===== src/rtl/amiq_fifo_pkg.sv =====
// -----------------------------------------------------------------------------
// amiq_fifo_pkg
// Shared defaults and helpers for the synchronous FIFO storage core.
//   - DEF_M / DEF_DEPTH      : default data width and entry count
//   - DEF_AF_LEVEL / AE_LEVEL: default almost-full / almost-empty thresholds
//   - level_t                : occupancy type for the default geometry
//   - fifo_level()           : occupancy from a write/read pointer pair
// -----------------------------------------------------------------------------
package amiq_fifo_pkg;

    localparam int DEF_M        = 8;
    localparam int DEF_DEPTH    = 16;
    localparam int DEF_AF_LEVEL = DEF_DEPTH - 2;
    localparam int DEF_AE_LEVEL = 2;
    localparam int DEF_AW       = $clog2(DEF_DEPTH);

    typedef logic [DEF_AW:0] level_t;

    // Pointers carry one extra wrap bit, so the difference taken modulo
    // 2^(aw+1) is the occupancy even after the write pointer has wrapped
    // and the read pointer has not.
    function automatic logic [31:0] fifo_level(input logic [31:0] wr_ptr,
                                               input logic [31:0] rd_ptr,
                                               input int          aw);
        logic [31:0] mask;
        mask = (32'd1 << (aw + 1)) - 32'd1;
        return (wr_ptr - rd_ptr) & mask;
    endfunction

endpackage


===== src/rtl/amiq_fifo_mem.sv =====
// -----------------------------------------------------------------------------
// amiq_fifo_mem
// DEPTH x M register array with one write port and one registered read port.
//   clk, rst : clock, async active-high reset (resets only the read register)
//   we, waddr, wdata : write port, stored on the rising edge when we=1
//   re, raddr        : read request, rdata loads mem[raddr] on the edge
//   rdata            : registered read data, holds when re=0
// -----------------------------------------------------------------------------
module amiq_fifo_mem #(
    parameter  int M     = 8,
    parameter  int DEPTH = 16,
    localparam int AW    = $clog2(DEPTH)
) (
    input  logic          clk,
    input  logic          rst,
    input  logic          we,
    input  logic [AW-1:0] waddr,
    input  logic [M-1:0]  wdata,
    input  logic          re,
    input  logic [AW-1:0] raddr,
    output logic [M-1:0]  rdata
);

    logic [M-1:0] mem_q [DEPTH];
    logic [M-1:0] rdata_q;
    logic [M-1:0] rdata_d;

    // Storage is deliberately left unreset; only the visible read register is.
    always_ff @(posedge clk) begin
        if (we) begin
            mem_q[waddr] <= wdata;
        end
    end

    // A read and a write to the same address in one cycle returns the old
    // word, which is what the core relies on when popping while full.
    always_comb begin
        rdata_d = rdata_q;
        if (re) begin
            rdata_d = mem_q[raddr];
        end
    end

    always_ff @(posedge clk or posedge rst) begin
        if (rst) begin
            rdata_q <= '0;
        end else begin
            rdata_q <= rdata_d;
        end
    end

    assign rdata = rdata_q;

endmodule


===== src/rtl/amiq_fifo_sync_core.sv =====
// -----------------------------------------------------------------------------
// amiq_fifo_sync_core
// Single-clock FIFO: pointers, registered status flags and sticky error flags
// around an amiq_fifo_mem storage array.
//   clk, rst      : clock, async active-high reset
//   wr_en/wr_data : producer write; accepted when not full or when a read
//                   is accepted in the same cycle
//   rd_en         : consumer read; accepted when not empty
//   rd_data       : registered data, valid one cycle after an accepted read
//   rd_valid      : rd_data carries a newly popped word this cycle
//   full/empty/almost_full/almost_empty/level : registered occupancy status
//   overflow/underflow : sticky rejected-write / rejected-read flags
//   clr_err       : synchronous clear of both sticky flags (wins over a set)
// -----------------------------------------------------------------------------
module amiq_fifo_sync_core
    import amiq_fifo_pkg::*;
#(
    parameter  int M        = DEF_M,
    parameter  int DEPTH    = DEF_DEPTH,
    parameter  int AF_LEVEL = DEPTH - 2,
    parameter  int AE_LEVEL = DEF_AE_LEVEL,
    localparam int AW       = $clog2(DEPTH)
) (
    input  logic         clk,
    input  logic         rst,
    input  logic         wr_en,
    input  logic [M-1:0] wr_data,
    input  logic         rd_en,
    output logic [M-1:0] rd_data,
    output logic         rd_valid,
    output logic         full,
    output logic         empty,
    output logic         almost_full,
    output logic         almost_empty,
    output logic [AW:0]  level,
    output logic         overflow,
    output logic         underflow,
    input  logic         clr_err
);

    localparam logic [AW:0] AF_LVL = (AW + 1)'(AF_LEVEL);
    localparam logic [AW:0] AE_LVL = (AW + 1)'(AE_LEVEL);

    logic [AW:0] wr_ptr_q, wr_ptr_d;
    logic [AW:0] rd_ptr_q, rd_ptr_d;
    logic [AW:0] level_q, level_d;
    logic        full_q, full_d;
    logic        empty_q, empty_d;
    logic        almost_full_q, almost_full_d;
    logic        almost_empty_q, almost_empty_d;
    logic        overflow_q, overflow_d;
    logic        underflow_q, underflow_d;
    logic        rd_valid_q, rd_valid_d;
    logic        wr_acc;
    logic        rd_acc;

    // All flags are computed from the next-state pointers so that the
    // registered outputs describe the occupancy after this cycle's update.
    always_comb begin
        rd_acc = rd_en & ~empty_q;
        // A pop frees a slot in the same cycle, so a full FIFO still takes
        // a write when a read is accepted alongside it.
        wr_acc = wr_en & (~full_q | rd_acc);

        wr_ptr_d = wr_ptr_q + (AW + 1)'(wr_acc);
        rd_ptr_d = rd_ptr_q + (AW + 1)'(rd_acc);
        level_d  = (AW + 1)'(fifo_level(32'(wr_ptr_d), 32'(rd_ptr_d), AW));

        full_d         = (wr_ptr_d[AW] != rd_ptr_d[AW]) &&
                         (wr_ptr_d[AW-1:0] == rd_ptr_d[AW-1:0]);
        empty_d        = (wr_ptr_d == rd_ptr_d);
        almost_full_d  = (level_d >= AF_LVL);
        almost_empty_d = (level_d <= AE_LVL);
        rd_valid_d     = rd_acc;

        // Clear is evaluated last so it overrides an error raised this cycle.
        overflow_d = overflow_q;
        if (wr_en & ~wr_acc) begin
            overflow_d = 1'b1;
        end
        if (clr_err) begin
            overflow_d = 1'b0;
        end

        underflow_d = underflow_q;
        if (rd_en & ~rd_acc) begin
            underflow_d = 1'b1;
        end
        if (clr_err) begin
            underflow_d = 1'b0;
        end
    end

    always_ff @(posedge clk or posedge rst) begin
        if (rst) begin
            wr_ptr_q       <= '0;
            rd_ptr_q       <= '0;
            level_q        <= '0;
            full_q         <= 1'b0;
            empty_q        <= 1'b1;
            almost_full_q  <= 1'b0;
            almost_empty_q <= 1'b1;
            overflow_q     <= 1'b0;
            underflow_q    <= 1'b0;
            rd_valid_q     <= 1'b0;
        end else begin
            wr_ptr_q       <= wr_ptr_d;
            rd_ptr_q       <= rd_ptr_d;
            level_q        <= level_d;
            full_q         <= full_d;
            empty_q        <= empty_d;
            almost_full_q  <= almost_full_d;
            almost_empty_q <= almost_empty_d;
            overflow_q     <= overflow_d;
            underflow_q    <= underflow_d;
            rd_valid_q     <= rd_valid_d;
        end
    end

    amiq_fifo_mem #(
        .M     (M),
        .DEPTH (DEPTH)
    ) u_mem (
        .clk   (clk),
        .rst   (rst),
        .we    (wr_acc),
        .waddr (wr_ptr_q[AW-1:0]),
        .wdata (wr_data),
        .re    (rd_acc),
        .raddr (rd_ptr_q[AW-1:0]),
        .rdata (rd_data)
    );

    assign rd_valid     = rd_valid_q;
    assign full         = full_q;
    assign empty        = empty_q;
    assign almost_full  = almost_full_q;
    assign almost_empty = almost_empty_q;
    assign level        = level_q;
    assign overflow     = overflow_q;
    assign underflow    = underflow_q;

endmodule


===== config.mk =====
export PLATFORM = sky130hd
export DESIGN_NAME = amiq_fifo_sync_core
export DESIGN_NICKNAME = d
export VERILOG_FILES = /design/src/rtl/amiq_fifo_pkg.sv /design/src/rtl/amiq_fifo_mem.sv /design/src/rtl/amiq_fifo_sync_core.sv
export SDC_FILE = /design/constraint.sdc
export NUM_CORES = 1
export LEC_CHECK = 0
export CAP_MARGIN = 10
export CORE_MARGIN = 4
export CORE_UTILIZATION = 53
export DETAILED_ROUTE_END_ITERATION = 12
export GPL_ROUTABILITY_DRIVEN = 0
export PLACE_DENSITY_LB_ADDON = 0.2
export SYNTH_ARGS = -nofsm -noshare
export SYNTH_HDL_FRONTEND = slang
export SYNTH_SLANG_ARGS = --single-unit

===== constraint.sdc =====
create_clock -name clk -period 2.65 [get_ports clk]
set_input_delay 0.53 -clock clk [delete_from_list [all_inputs] [get_ports clk]]
set_output_delay 0.53 -clock clk [all_outputs]
set_load 0.02 [all_outputs]

==> metrics.md <==
| Metric | Value |
|---|---|
| Total gr overflow | `0` |
| Layout cells sized above 1 | `24.9%` |
| Max stage delay on crit path | `520 ps` |
| First-pass GRT wire length | `18700 um` |
| Status | `completed` |
| I/O pin count | `33` |
| Drt wl/cell | `22.0 um` |
| Std cell rows | `39` |
| Slew @ Worst Pin | `597 ps` |
| Sequential element share of the synthesized area | `72.8%` |
| Pwr Density | `1190 nW/um2` |
| Drt initial violations | `252` |
| Synth area leaders | `edfxtp_1, dfrtp_1, mux4_1, mux4_2, ha_1` |
| CTS clk-pin slew, worst paths | `60 ps` |
| Die Wd | `117 um` |
| Synth Flop Type | `edfxtp_1` |
| Total number of vias | `3160` |
| Most numerous cell in the Yosys netlist | `edfxtp_1` |
| CP endpoint kind | `flop` |
| Critical path arrival | `2870 ps` |
| Syn Area/Cell | `19.7 um2` |
| Clock root cell | `clkbuf_16` |
| Hold crit path type | `in -> async` |
| Antenna Cells | `0` |
| Cells after Synth | `321` |
| Synth cell types | `33` |
| Peak VDD IR | `0.000736 V` |
| Setup_tns | `0 ps` |
| H-tree levels | `4` |
| WS Path Type | `in -> reg` |
| Post-synth EDFFs | `128` |
| Gr usage total | `19.5%` |
| Period utilisation layout | `95.1%` |
| CTS hold repair buffers | `0` |
| Die footprint | `13700 um2` |
| Antenna viol nets, final | `0` |
| Vias in the first global route | `3293` |
| Worst r2r src | `empty$_DFF_PP1_` |
| CTS tree | `yes` |
| Final instance area | `7580 um2` |
| Startpoint Class | `input port` |
| First drt pass iteration count | `5` |
| Fmax | `0.397 GHz` |
| Placeable Area | `11500 um2` |
| Worst Skew | `10.7 ps` |
| Async set-or-reset flop fraction in the synthesized netlist | `19.0%` |
| Static Leak | `0.00271 uW` |
| Tmin final | `2520 ps` |
| Skew-Pair Late Insertion Delay | `420 ps` |
| Die span in y | `117 um` |
| Initial antenna violation count | `0` |
| Unrepaired setup endpoints after global routing | `false` |
| Most frequent cells after synthesis | `edfxtp_1, dfrtp_1, nor2_1, mux4_1, mux4_2` |
| Post-DP Area | `6970 um2` |
| Largest net degree at the start of global routing | `33` |
| Post-DP HPWL | `7570 um` |
| Area leader, netlist | `edfxtp_1` |
| TritonCTS Buffers | `17` |
| Worst Setup SP | `rd_en` |
| Utilization after layout | `65.8%` |
| Area growth syn-to-layout | `20.0%` |
| # DRC | `0` |
| WL final | `11900 um` |
| Slew headroom | `60.1%` |
| Count of final setup violators | `0` |
| Mapped Area | `6310 um2` |
| Final nets | `408` |
| Syn nets | `344` |
| Crit-path max FO | `4` |
| Maxcap violations | `0` |
| Critical path cell sequence | `clkdlybuf4s50_1, nand2b_4, inv_2, o21ai_4, inv_2, ha_4, ha_2, xor2_1, ha_2, a21oi_1, o21ai_1, xor2_1, a31o_2` |
| DR vias/cell | `5.85` |
| Area share of the leading cell type in the synthesized netlist | `60.9%` |
| Fin. Hold Viols | `0` |
| Clk buf depth | `2` |
| Clock sink total | `158` |
| Reg2reg path depth | `12` |
| WP data required | `3000 ps` |
| CP max stage cell | `clkdlybuf4s50_1` |
| Slew Limit Fails | `0` |
| I/O Buffers | `32` |
| Layout fillers | `771` |
| Initial Util | `54.8%` |
| Ys Warns | `0` |
| Synthesis-stage register bit count | `158` |
cells by family (layout without fill, tap and decap cells):
| group | count (synthesis) | after routing | share of synthesized area, % |
|---|---|---|---|
| simple gates | 45 | 45 | 3.31 |
| flops | 158 | 158 | 72.8 |
| mux | 48 | 48 | 15.1 |
| compound gates | 18 | 18 | 2.34 |
| buf+inv | 29 | 105 | 2.56 |
| xor+xnor | 13 | 13 | 1.92 |
| fa+ha+maj | 10 | 10 | 1.98 |
what timing repair did:
action	CTS	global route
gates resized for setup	0	8
setup buffers	0	0
setup endpoints to repair	0	2
worst max-delay path: cells and delay by family:
| family | cells | cell delay, ps |
|---|---|---|
| xor+xnor | 2 | 580 |
| compound gates | 4 | 380 |
| buf+inv | 3 | 690 |
| fa+ha+maj | 3 | 600 |
| simple gates | 1 | 70 |
report_power, final:
group	internal (uW)	total, uW	switching (uW)	leakage [uW]
clock	1370	2270	900	0.000268
sequential	3140	3380	235	0.00152
combinational	1630	3340	1710	0.000923
through the flow:
stage / hold slack [ps] / cells / setup WS [ps] / total power, uW
CTS: 497 / 540 / 44.2 / 8940
global route: 521 / 540 / 4.37 / 9530
floorplan: 478 / 321 / 9.40 / 5620
finish: 495 / 540 / 129 / 8990
global placement: 486 / 509 / -298 / 6580
detailed placement: 501 / 509 / -379 / 6640
layout make-up:
type                            count  area (um2)  share of cell area, %
Clock inverter                     12         120                   1.59
Tap cell                          143         179                   2.36
Sequential cell                   158        4600                   60.7
Timing Repair Buffer               61         551                   7.27
Multi-Input combinational cell    134        1650                   21.7
Inverter                           13        48.8                  0.644
Clock buffer                       19         433                   5.71
path summary, 6_finish.rpt:
path                                               to  slack [ps]
worst max-delay path            almost_full$_DFF_PP0_         130
min in group clk                rd_ptr_q[4]$_DFF_PP0_         510
max in group asynchronous             empty$_DFF_PP1_        1830
worst min-delay path            rd_ptr_q[1]$_DFF_PP0_         500
worst min register to register  rd_ptr_q[4]$_DFF_PP0_         510
worst max register to register  almost_full$_DFF_PP0_         150
layout by cell type, fill, tap and decap left out, drive strengths merged, types with 2 or more instances in the layout:
cell type / instances
a21oi: 3
a221o: 8
buf: 29
bufinv: 2
clkbuf: 19
clkdlybuf4s50: 32
clkinv: 6
clkinvlp: 2
dfrtp: 28
dfstp: 2
edfxtp: 128
ha: 10
inv: 15
mux2: 8
mux2i: 8
mux4: 32
nand2: 3
nand2b: 3
nand3: 6
nor2: 17
nor3: 13
o21ai: 3
xnor2: 6
xor2: 7
sequential cells by signal, indices dropped and copies added (netlist names), 5 cells and up:
| register | count |
|---|---|
| wr_ptr_q | 5 |
| u_mem.rdata | 8 |
| rd_ptr_q | 5 |
| level | 5 |
| u_mem.mem_q | 128 |
layer usage:
layer	GRT usage [%]	vias to the layer above	wire (um)
li1	-	1417	-
met1	25.8	1628	5190
met2	30.9	100	5930
met3	5.96	15	564
met4	7.19	0	198
met5	0	-	0
Note: power is estimated with default switching activity, not from simulation.
